[src/rtl/pio_spi_loader_if.sv]
// Regfile write port between the PIO SPI loader and the 32x16 instruction
// register file: address, data and a one-clock write strobe.
interface pio_spi_loader_if #(
    parameter int ADDR_W = 5,
    parameter int DATA_W = 16
);
    logic [ADDR_W-1:0] write_addr;
    logic [DATA_W-1:0] data_in;
    logic              write_en;

    modport master (output write_addr, output data_in, output write_en);
    modport slave  (input  write_addr, input  data_in, input  write_en);
endinterface

[src/rtl/pio_spi_loader.sv]
// SPI mode-0 slave that loads PIO programs into the instruction regfile and gates core_run.
// Optional PIO_SPI_LOADER_AUTOINC_EN: the write address steps by one after every stored word.
module pio_spi_loader #(
    parameter int ADDR_W      = 5,
    parameter int DATA_W      = 16,
    parameter int SYNC_STAGES = 2
) (
    input  logic             clk,
    input  logic             rst,
    input  logic             spi_sclk,
    input  logic             spi_cs_n,
    input  logic             spi_mosi,
    output logic             spi_miso,
    pio_spi_loader_if.master wr,
    output logic             core_run,
    output logic             frame_error
);
    localparam int CNT_W = $clog2(DATA_W);

    typedef enum logic [2:0] {
        ST_IDLE, ST_CMD, ST_ADDR, ST_DATA, ST_RUNARG, ST_DISCARD
    } state_e;

    function automatic logic [7:0] status_byte(input logic run, input logic err,
                                               input logic [ADDR_W-1:0] addr);
        logic [4:0] addr5;
        addr5 = 5'(addr);
        return {run, err, 1'b0, addr5};
    endfunction

    logic [SYNC_STAGES-1:0] sclk_sync_q, sclk_sync_d;
    logic [SYNC_STAGES-1:0] cs_sync_q, cs_sync_d;
    logic [SYNC_STAGES-1:0] mosi_sync_q, mosi_sync_d;
    logic                   sclk_prev_q, cs_prev_q;
    state_e                 state_q, state_d;
    logic [CNT_W-1:0]       bit_cnt_q, bit_cnt_d;
    logic [DATA_W-2:0]      shift_q, shift_d;
    logic [ADDR_W-1:0]      addr_q, addr_d;
    logic [ADDR_W-1:0]      write_addr_q, write_addr_d;
    logic [ADDR_W-1:0]      last_addr_q, last_addr_d;
    logic [DATA_W-1:0]      data_in_q, data_in_d;
    logic                   write_en_q, write_en_d;
    logic                   core_run_q, core_run_d;
    logic                   frame_error_q, frame_error_d;
    logic                   miso_q, miso_d;
    logic [6:0]             miso_sr_q, miso_sr_d;

    logic sclk_s, cs_s, mosi_s;
    logic rise_s, fall_s, cs_fall_s, cs_rise_s;
    logic byte_done_s, word_done_s;
    logic [7:0]        byte_s;
    logic [DATA_W-1:0] word_s;
    logic [7:0]        status_s;

    assign sclk_s      = sclk_sync_q[SYNC_STAGES-1];
    assign cs_s        = cs_sync_q[SYNC_STAGES-1];
    assign mosi_s      = mosi_sync_q[SYNC_STAGES-1];
    // SCLK edges only count inside a selected frame.
    assign rise_s      = sclk_s & ~sclk_prev_q & ~cs_s;
    assign fall_s      = ~sclk_s & sclk_prev_q & ~cs_s;
    assign cs_fall_s   = ~cs_s & cs_prev_q;
    assign cs_rise_s   = cs_s & ~cs_prev_q;
    assign byte_s      = {shift_q[6:0], mosi_s};
    assign word_s      = {shift_q, mosi_s};
    assign byte_done_s = (bit_cnt_q[2:0] == 3'd7);
    assign word_done_s = (bit_cnt_q == CNT_W'(DATA_W - 1));
    assign status_s    = status_byte(core_run_q, frame_error_q, last_addr_q);

    // Synchronizer shift chains for the three SPI pins.
    always_comb begin
        sclk_sync_d = {sclk_sync_q[SYNC_STAGES-2:0], spi_sclk};
        cs_sync_d   = {cs_sync_q[SYNC_STAGES-2:0], spi_cs_n};
        mosi_sync_d = {mosi_sync_q[SYNC_STAGES-2:0], spi_mosi};
    end

    // Frame decoder, regfile write generation and MISO status shifter.
    always_comb begin
        state_d       = state_q;
        bit_cnt_d     = bit_cnt_q;
        shift_d       = shift_q;
        addr_d        = addr_q;
        write_addr_d  = write_addr_q;
        last_addr_d   = last_addr_q;
        data_in_d     = data_in_q;
        write_en_d    = 1'b0;
        core_run_d    = core_run_q;
        frame_error_d = frame_error_q;
        miso_d        = miso_q;
        miso_sr_d     = miso_sr_q;
        if (cs_fall_s) begin
            state_d   = ST_CMD;
            bit_cnt_d = {CNT_W{1'b0}};
            shift_d   = {(DATA_W-1){1'b0}};
            miso_d    = status_s[7];
            miso_sr_d = status_s[6:0];
        end else if (cs_rise_s) begin
            // A rise landing together with cs_rise is dropped here; partial fields flag an error.
            if ((bit_cnt_q != {CNT_W{1'b0}}) &&
                ((state_q == ST_ADDR) || (state_q == ST_DATA) || (state_q == ST_RUNARG))) begin
                frame_error_d = 1'b1;
            end else begin
                frame_error_d = frame_error_q;
            end
            state_d   = ST_IDLE;
            bit_cnt_d = {CNT_W{1'b0}};
            shift_d   = {(DATA_W-1){1'b0}};
            miso_d    = 1'b0;
            miso_sr_d = 7'd0;
        end else if (rise_s && (state_q != ST_IDLE) && (state_q != ST_DISCARD)) begin
            shift_d   = word_s[DATA_W-2:0];
            bit_cnt_d = bit_cnt_q + CNT_W'(1);
            case (state_q)
                ST_CMD: begin
                    if (byte_done_s) begin
                        bit_cnt_d = {CNT_W{1'b0}};
                        case (byte_s)
                            8'h01: begin
                                if (core_run_q) begin
                                    frame_error_d = 1'b1;
                                    state_d       = ST_DISCARD;
                                end else begin
                                    state_d       = ST_ADDR;
                                end
                            end
                            8'h02: state_d = ST_RUNARG;
                            8'h03: begin
                                frame_error_d = 1'b0;
                                state_d       = ST_DISCARD;
                            end
                            default: begin
                                frame_error_d = 1'b1;
                                state_d       = ST_DISCARD;
                            end
                        endcase
                    end else begin
                        state_d = ST_CMD;
                    end
                end
                ST_ADDR: begin
                    if (byte_done_s) begin
                        bit_cnt_d = {CNT_W{1'b0}};
                        addr_d    = byte_s[ADDR_W-1:0];
                        state_d   = ST_DATA;
                    end else begin
                        state_d = ST_ADDR;
                    end
                end
                ST_DATA: begin
                    if (word_done_s) begin
                        bit_cnt_d    = {CNT_W{1'b0}};
                        data_in_d    = word_s;
                        write_addr_d = addr_q;
                        last_addr_d  = addr_q;
                        write_en_d   = 1'b1;
`ifdef PIO_SPI_LOADER_AUTOINC_EN
                        addr_d       = addr_q + ADDR_W'(1);
`else
                        addr_d       = addr_q;
`endif
                    end else begin
                        state_d = ST_DATA;
                    end
                end
                ST_RUNARG: begin
                    if (byte_done_s) begin
                        bit_cnt_d  = {CNT_W{1'b0}};
                        core_run_d = byte_s[0];
                        state_d    = ST_DISCARD;
                    end else begin
                        state_d = ST_RUNARG;
                    end
                end
                default: state_d = state_q;
            endcase
        end else if (fall_s) begin
            miso_d    = miso_sr_q[6];
            miso_sr_d = {miso_sr_q[5:0], 1'b0};
        end else begin
            miso_sr_d = miso_sr_q;
        end
    end

    // All state, registered outputs and synchronizers (idle levels on reset).
    always_ff @(posedge clk or negedge rst) begin
        if (!rst) begin
            sclk_sync_q   <= {SYNC_STAGES{1'b0}};
            cs_sync_q     <= {SYNC_STAGES{1'b1}};
            mosi_sync_q   <= {SYNC_STAGES{1'b0}};
            sclk_prev_q   <= 1'b0;
            cs_prev_q     <= 1'b1;
            state_q       <= ST_IDLE;
            bit_cnt_q     <= {CNT_W{1'b0}};
            shift_q       <= {(DATA_W-1){1'b0}};
            addr_q        <= {ADDR_W{1'b0}};
            write_addr_q  <= {ADDR_W{1'b0}};
            last_addr_q   <= {ADDR_W{1'b0}};
            data_in_q     <= {DATA_W{1'b0}};
            write_en_q    <= 1'b0;
            core_run_q    <= 1'b0;
            frame_error_q <= 1'b0;
            miso_q        <= 1'b0;
            miso_sr_q     <= 7'd0;
        end else begin
            sclk_sync_q   <= sclk_sync_d;
            cs_sync_q     <= cs_sync_d;
            mosi_sync_q   <= mosi_sync_d;
            sclk_prev_q   <= sclk_s;
            cs_prev_q     <= cs_s;
            state_q       <= state_d;
            bit_cnt_q     <= bit_cnt_d;
            shift_q       <= shift_d;
            addr_q        <= addr_d;
            write_addr_q  <= write_addr_d;
            last_addr_q   <= last_addr_d;
            data_in_q     <= data_in_d;
            write_en_q    <= write_en_d;
            core_run_q    <= core_run_d;
            frame_error_q <= frame_error_d;
            miso_q        <= miso_d;
            miso_sr_q     <= miso_sr_d;
        end
    end

    assign wr.write_addr = write_addr_q;
    assign wr.data_in    = data_in_q;
    assign wr.write_en   = write_en_q;
    assign core_run      = core_run_q;
    assign frame_error   = frame_error_q;
    assign spi_miso      = miso_q;
endmodule

[src/flat_wrapper.sv]
// flat-port wrapper written by rule: the top's interface ports become plain ports
module pio_spi_loader_flat 
#(
    parameter int ADDR_W      = 5,
    parameter int DATA_W      = 16,
    parameter int SYNC_STAGES = 2
)
  (clk, rst, spi_sclk, spi_cs_n, spi_mosi, spi_miso, core_run, frame_error, wr_write_addr, wr_data_in, wr_write_en);
  pio_spi_loader_if #(.ADDR_W(ADDR_W), .DATA_W(DATA_W)) wr_i ();
  input  logic clk;
  input  logic rst;
  input  logic spi_sclk;
  input  logic spi_cs_n;
  input  logic spi_mosi;
  output logic spi_miso;
  output logic core_run;
  output logic frame_error;
  output wire logic [$bits(wr_i.write_addr)-1:0] wr_write_addr;
  output wire logic [$bits(wr_i.data_in)-1:0] wr_data_in;
  output wire logic [$bits(wr_i.write_en)-1:0] wr_write_en;
  assign wr_write_addr = wr_i.write_addr;
  assign wr_data_in = wr_i.data_in;
  assign wr_write_en = wr_i.write_en;
  pio_spi_loader #(.ADDR_W(ADDR_W), .DATA_W(DATA_W), .SYNC_STAGES(SYNC_STAGES)) u_core (.clk(clk), .rst(rst), .spi_sclk(spi_sclk), .spi_cs_n(spi_cs_n), .spi_mosi(spi_mosi), .spi_miso(spi_miso), .wr(wr_i), .core_run(core_run), .frame_error(frame_error));
endmodule
[config.mk]
export PLATFORM = sky130hd
export DESIGN_NAME = pio_spi_loader_flat
export DESIGN_NICKNAME = d
export VERILOG_FILES = /design/src/rtl/pio_spi_loader_if.sv /design/src/rtl/pio_spi_loader.sv /design/src/flat_wrapper.sv
export SDC_FILE = /design/constraint.sdc
export NUM_CORES = 1
export LEC_CHECK = 0
export CORE_MARGIN = 4
export CORE_UTILIZATION = 60
export CTS_CLUSTER_SIZE = 14
export DETAILED_ROUTE_END_ITERATION = 6
export PLACE_DENSITY = 0.83
export SYNTH_ARGS = -nofsm -noshare
export SYNTH_HDL_FRONTEND = slang
export SYNTH_SLANG_ARGS = --single-unit
[constraint.sdc]
create_clock -name clk -period 4.47 [get_ports clk]
set_input_delay 1.1175 -clock clk [delete_from_list [all_inputs] [get_ports clk]]
set_output_delay 1.1175 -clock clk [all_outputs]
set_load 0.02 [all_outputs]
Yosys cells after proc, flatten, opt, wreduce, memory -nomap -nowiden. Cells that the tools add are included.

Flip-flop bits (word level): 67. Logic and storage cells: 103.

Add/subtract/negate cells: 1. Equality and inequality tests: 15. Mux-type cells: 39. Bitwise logic cells: 12. Reduce and logical (&&, ||, !) cells: 20.

Operators by type and width (count): $mux W15 (3); $mux W7 (4); $mux W4 (5); $mux W3 (6); $mux W1 (17); $eq A8 B2 Y1 const B (2); $reduce_and A5 Y1 (3); $pmux W3 S4 (1); $reduce_bool A3 Y1 (3); $eq A8 B1 Y1 const B (1); $pmux W4 S2 (1); $reduce_and A7 Y1 (1); $and A1 B1 Y1 (6); $eq A3 B2 Y1 const B (2); $eq A3 B3 Y1 const B (2); $ne A3 B1 Y1 const B (2); $not A1 Y1 (6); $pmux W3 S2 (1); $reduce_bool A2 Y1 (3); $reduce_bool A6 Y1 (1); $add A4 B1 Y4 const B (1); $eq A4 B4 Y1 const B (1); $ne A4 B2 Y1 const B (1); $reduce_bool A4 Y1 (1); 10 further kinds (13).

Longest topological paths before layout.
Word-level depth: 8. Mapped depth: 8.

Worst setup path after synthesis. Ideal clock, no wire load.

Path type: register -> register. Start point: reg u_core.cs_prev_q. End point: reg u_core.addr_q[1]. Arrival: 1.832 ns. Required time: 4.342 ns. Setup slack: 2.511 ns. Stages on the path, launching flop included: 9. Cell sequence: dfstp_2 > inv_1 > ha_1 > clkbuf_1 > nand2_1 > nor3_1 > and2_1 > buf_2 > mux2_1.

Longest elaborated chain between the ends: 4.

Ends and longest elaborated chain: from (decl) (RTL line pio_spi_loader.sv:34) `logic sclk_prev_q, cs_prev_q;`; from (signal assigned) (RTL line pio_spi_loader.sv:208) `cs_prev_q <= cs_s;`; $not A1 Y1 (RTL line pio_spi_loader.sv:62) `assign cs_rise_s = cs_s & ~cs_prev_q;`; $and A1 B1 Y1 (RTL line pio_spi_loader.sv:62); $not A1 Y1 (no line); $reduce_and A5 Y1 (no line) (*); to (signal assigned) (RTL line pio_spi_loader.sv:194) `addr_q <= {ADDR_W{1'b0}};`; to (signal assigned) (RTL line pio_spi_loader.sv:212) `addr_q <= addr_d;`; to (decl) (RTL line pio_spi_loader.sv:38) `logic [ADDR_W-1:0] addr_q, addr_d;`.

Mark *: on every way between the ends. The rest lies on a longest branch, timed or not. A chain may end at the register's enable or synchronous reset.

Final worst setup path.
Start point: reg u_core.core_run_q (netlist: u_core.core_run). End point: out core_run.

RTL lines: from (decl) (RTL line pio_spi_loader.sv:43) `logic core_run_q, core_run_d;`; from (signal assigned) (RTL line pio_spi_loader.sv:217) `core_run_q <= core_run_d;`; to (decl) (RTL line flat_wrapper.sv:16) `output logic core_run;`.

No word-level cell between the ends.

==> key figures <==
Clocking
  • Clock sink count: 67
  • Worst skew pair latency: 350 ps
  • Clock transition at the registers of the reported paths: 70 ps
  • Post-CTS Resized: 0
  • Inserted Clock Buffers: 9
  • Bufs on Longest Clock Path: 2
  • Clk root buf: clkbuf_8
  • TritonCTS clock tree: built
  • H-Tree Depth: 3
  • Hold_buf cts: 0
  • Postcts setup bufs: 0

Run
  • Max cap viols: 0

Worst setup path
  • CP required: about 3400 ps
  • Crit path max fanout: 5
  • Reg2reg end: u_core.spi_miso$_DFFE_PN0P_
  • Critical Path, Cell by Cell: clkdlybuf4s50_1
  • Slowest-stage cell, CP: clkdlybuf4s50_1
  • Setup crit end kind: output pin
  • Reg2reg setup slack: around 2200 ps
  • Startpoint type of the worst setup path: flop
  • Critical path class: flop to output pin
  • R2R cell count: 5
  • Slowest stage delay, CP: 640 ps
  • Launching point of the worst reg2reg path: u_core.cs_sync_q[1]$_DFF_PN1_
  • CP Data Arrival Time: between 1000 and 1500 ps
  • Buf/Inv on CP: 1
  • Worst path top cell family by delay: buffers and inverters

Outcome
  • Status: completed

Detailed routing
  • First-pass DRT Iterations: 4
  • Routed WL: between 5000 and 6000 µm
  • Routed wire length per instance: between 15 and 20 µm
  • # DRC: 0
  • Iter 0 DRT Violations: between 100 and 150
  • Vias per Instance: roughly 5.7
  • DRT antenna net count: 0
  • Vias: around 2.1k

Finish
  • Post-route design area: about 3600 µm²
  • Nets: slightly above 300
  • Filler cells: 362
  • Diodes inserted: 0
  • Most frequent cells in the layout: dfrtp_1, nand2_1, clkdlybuf4s50_1
  • Most common cell after layout, fill and taps aside: dfrtp_1
  • Share of layout cells above drive strength 1: 17.2%
  • Post-Layout Cell Count: between 300 and 400
  • Area grow syn2layout: 16.3%
  • Post-route core utilization: between 70% and 80%

Timing
  • RSZ-0062 raised after global routing: false
  • Setup total negative slack: 0 ps
  • Final Skew: 11.6 ps
  • Slew Viols, Final: 0
  • Final WS setup: ~1900 ps
  • Final setup fails: 0
  • Max_slew headroom: 33.4%
  • Worst-margin pin slew: between 900 and 1000 ps
  • Fmax: ~0.39 GHz
  • Minimum clock period: ~2500 ps
  • Fin. Hold Viols: 0
  • Period utilization: 56.7%

Global route
  • Gr usage total: between 20% and 30%
  • GR Overflow Total: 0
  • First-pass GRT wire length: 9810 µm
  • Initial antenna violation count: 0
  • Pin count of the biggest net entering global routing: 49
  • Vias in the first global route: slightly above 2k

Logic synthesis
  • Largest area contributor in the netlist: dfrtp_1
  • Asr flop ratio synth: 100%
  • Gate Count Post-Synth: between 200 and 300
  • Seq/Total Area, Yosys: between 50% and 60%
  • Number of flops mapped to enable cells by yosys: 0
  • #FFs+latches synth: 67
  • Netlist Area Pre-Place: 3080 µm²
  • Ranking of synthesized cells by area: dfrtp_1, mux2_4, nand2_1, a21oi_1, dfstp_2
  • Yosys warnings: 0
  • Syn Area/Cell: 11.3 µm²
  • Yosys cell types: 50
  • Post-synth top area share: between 50% and 60%
  • Syn Nets: around 280
  • Ys flop type: dfrtp_1

Floorplanning
  • DIE HEIGHT: 79.6 µm
  • FP Rows: 25
  • Core area: around 4800 µm²
  • Die area: approximately 6300 µm²
  • Initial Util: between 60% and 70%
  • Chip Width: 79.6 µm
  • IO Count: 30

Placement
  • Routability cong.: 0.869
  • DP Area: about 3400 µm²
  • Post-placement setup slack: 2160 ps
  • Detail Placement HPWL: roughly 3900 µm
  • Placed cell count: between 300 and 400
  • Buffers on Ports: 29

Min path
  • Hold path depth: 0
  • Worst hold start: u_core.sclk_sync_q[0]$_DFF_PN0_
  • Hold Path End: u_core.sclk_sync_q[1]$_DFF_PN0_
  • Hold WC Path Type: flop to flop

Pwr
  • PwrDens: ~380 nW/µm²
  • Maximum VDD drop: between 300 and 400 µV
  • Pleak: 1.57 nW
## power by group
| group | switching (mW) | internal (mW) | total, mW |
|---|---|---|---|
| registers | 0.0379 | 0.622 | 0.660 |
| clock network | 0.223 | 0.330 | 0.553 |
| logic | 0.0866 | 0.0533 | 0.140 |
## layer usage
layer / vias up / global-route usage [%] / wire, µm / share of wire, %
li1: 992 / - / - / -
met4: 0 / 11.0 / 136 / 2.3
met3: 15 / 6.21 / 276 / 4.7
met5: - / 0 / 0 / 0
met1: 1027 / 28.7 / 2700 / 46
met2: 53 / 29.0 / 2750 / 47
## final cells by class
type	instances	area (µm²)	area share (%)
sequential	67	1680	47.0
multi-input combinational	182	1270	35.5
timing repair buffer	31	300	8.39
clock buffer	12	145	4.06
tap	67	83.8	2.34
clock inverter	4	73.8	2.06
inverter	6	22.5	0.630
## sequential cells by signal, indices dropped and copies added (netlist names)
register	cells
u_core.wr.write_addr	5
u_core.wr.data_in	16
u_core.sclk_sync_q	2
u_core.bit_cnt_q	4
u_core.sclk_prev_q	1
u_core.spi_miso	1
u_core.state_q	3
u_core.shift_q	15
u_core.miso_sr_q	7
u_core.addr_q	5
u_core.frame_error	1
u_core.wr.write_en	1
u_core.core_run	1
u_core.mosi_sync_q	2
u_core.cs_prev_q	1
u_core.cs_sync_q	2
## metrics by stage
step	power, mW	hold slack [ps]
6_report	1.35	348
5_1_grt	1.41	362
4_1_cts	1.36	349
3_5_place_dp	0.809	335
3_3_place_gp	0.802	332
2_1_floorplan	0.776	331
## worst max path at each step
stage,slack [ps],startpoint,cells past startpoint,to
floorplan,2510,u_core.cs_prev_q$_DFF_PN1_,8,u_core.addr_q[1]$_DFFE_PN0P_
global placement,2240,u_core.cs_sync_q[1]$_DFF_PN1_,5,u_core.miso_sr_q[1]$_DFFE_PN0P_
detailed placement,2160,u_core.cs_sync_q[1]$_DFF_PN1_,5,u_core.miso_sr_q[5]$_DFFE_PN0P_
CTS,1920,u_core.core_run$_DFFE_PN0P_,1,core_run
global route,1880,u_core.core_run$_DFFE_PN0P_,1,core_run
finish,1930,u_core.core_run$_DFFE_PN0P_,1,core_run
## cell usage after synthesis (2+ instances only)
cell,number
buf_8,2
mux2_4,20
o211ai_1,2
mux2_1,7
clkbuf_1,5
nor3b_1,2
a21oi_1,18
a21o_1,2
dfstp_2,3
inv_1,6
o21ai_1,10
or3_1,3
or3b_1,2
nor4_2,2
xor2_1,2
nand2_1,54
buf_2,6
dfrtp_1,64
nor2_1,9
nand3_1,7
nor3_1,3
a22oi_1,7
ha_1,5
o21ai_0,2
buf_4,3
## cell families after synthesis
kind of cell,after synthesis,synth area share (%)
simple gates,94,14.9
flops,67,54.6
compound gates,52,10.9
mux,28,12.7
buf+inv,22,4.03
fa+ha+maj,5,2.03
xor+xnor,3,0.855
Note: power is estimated with default switching activity, not from simulation.
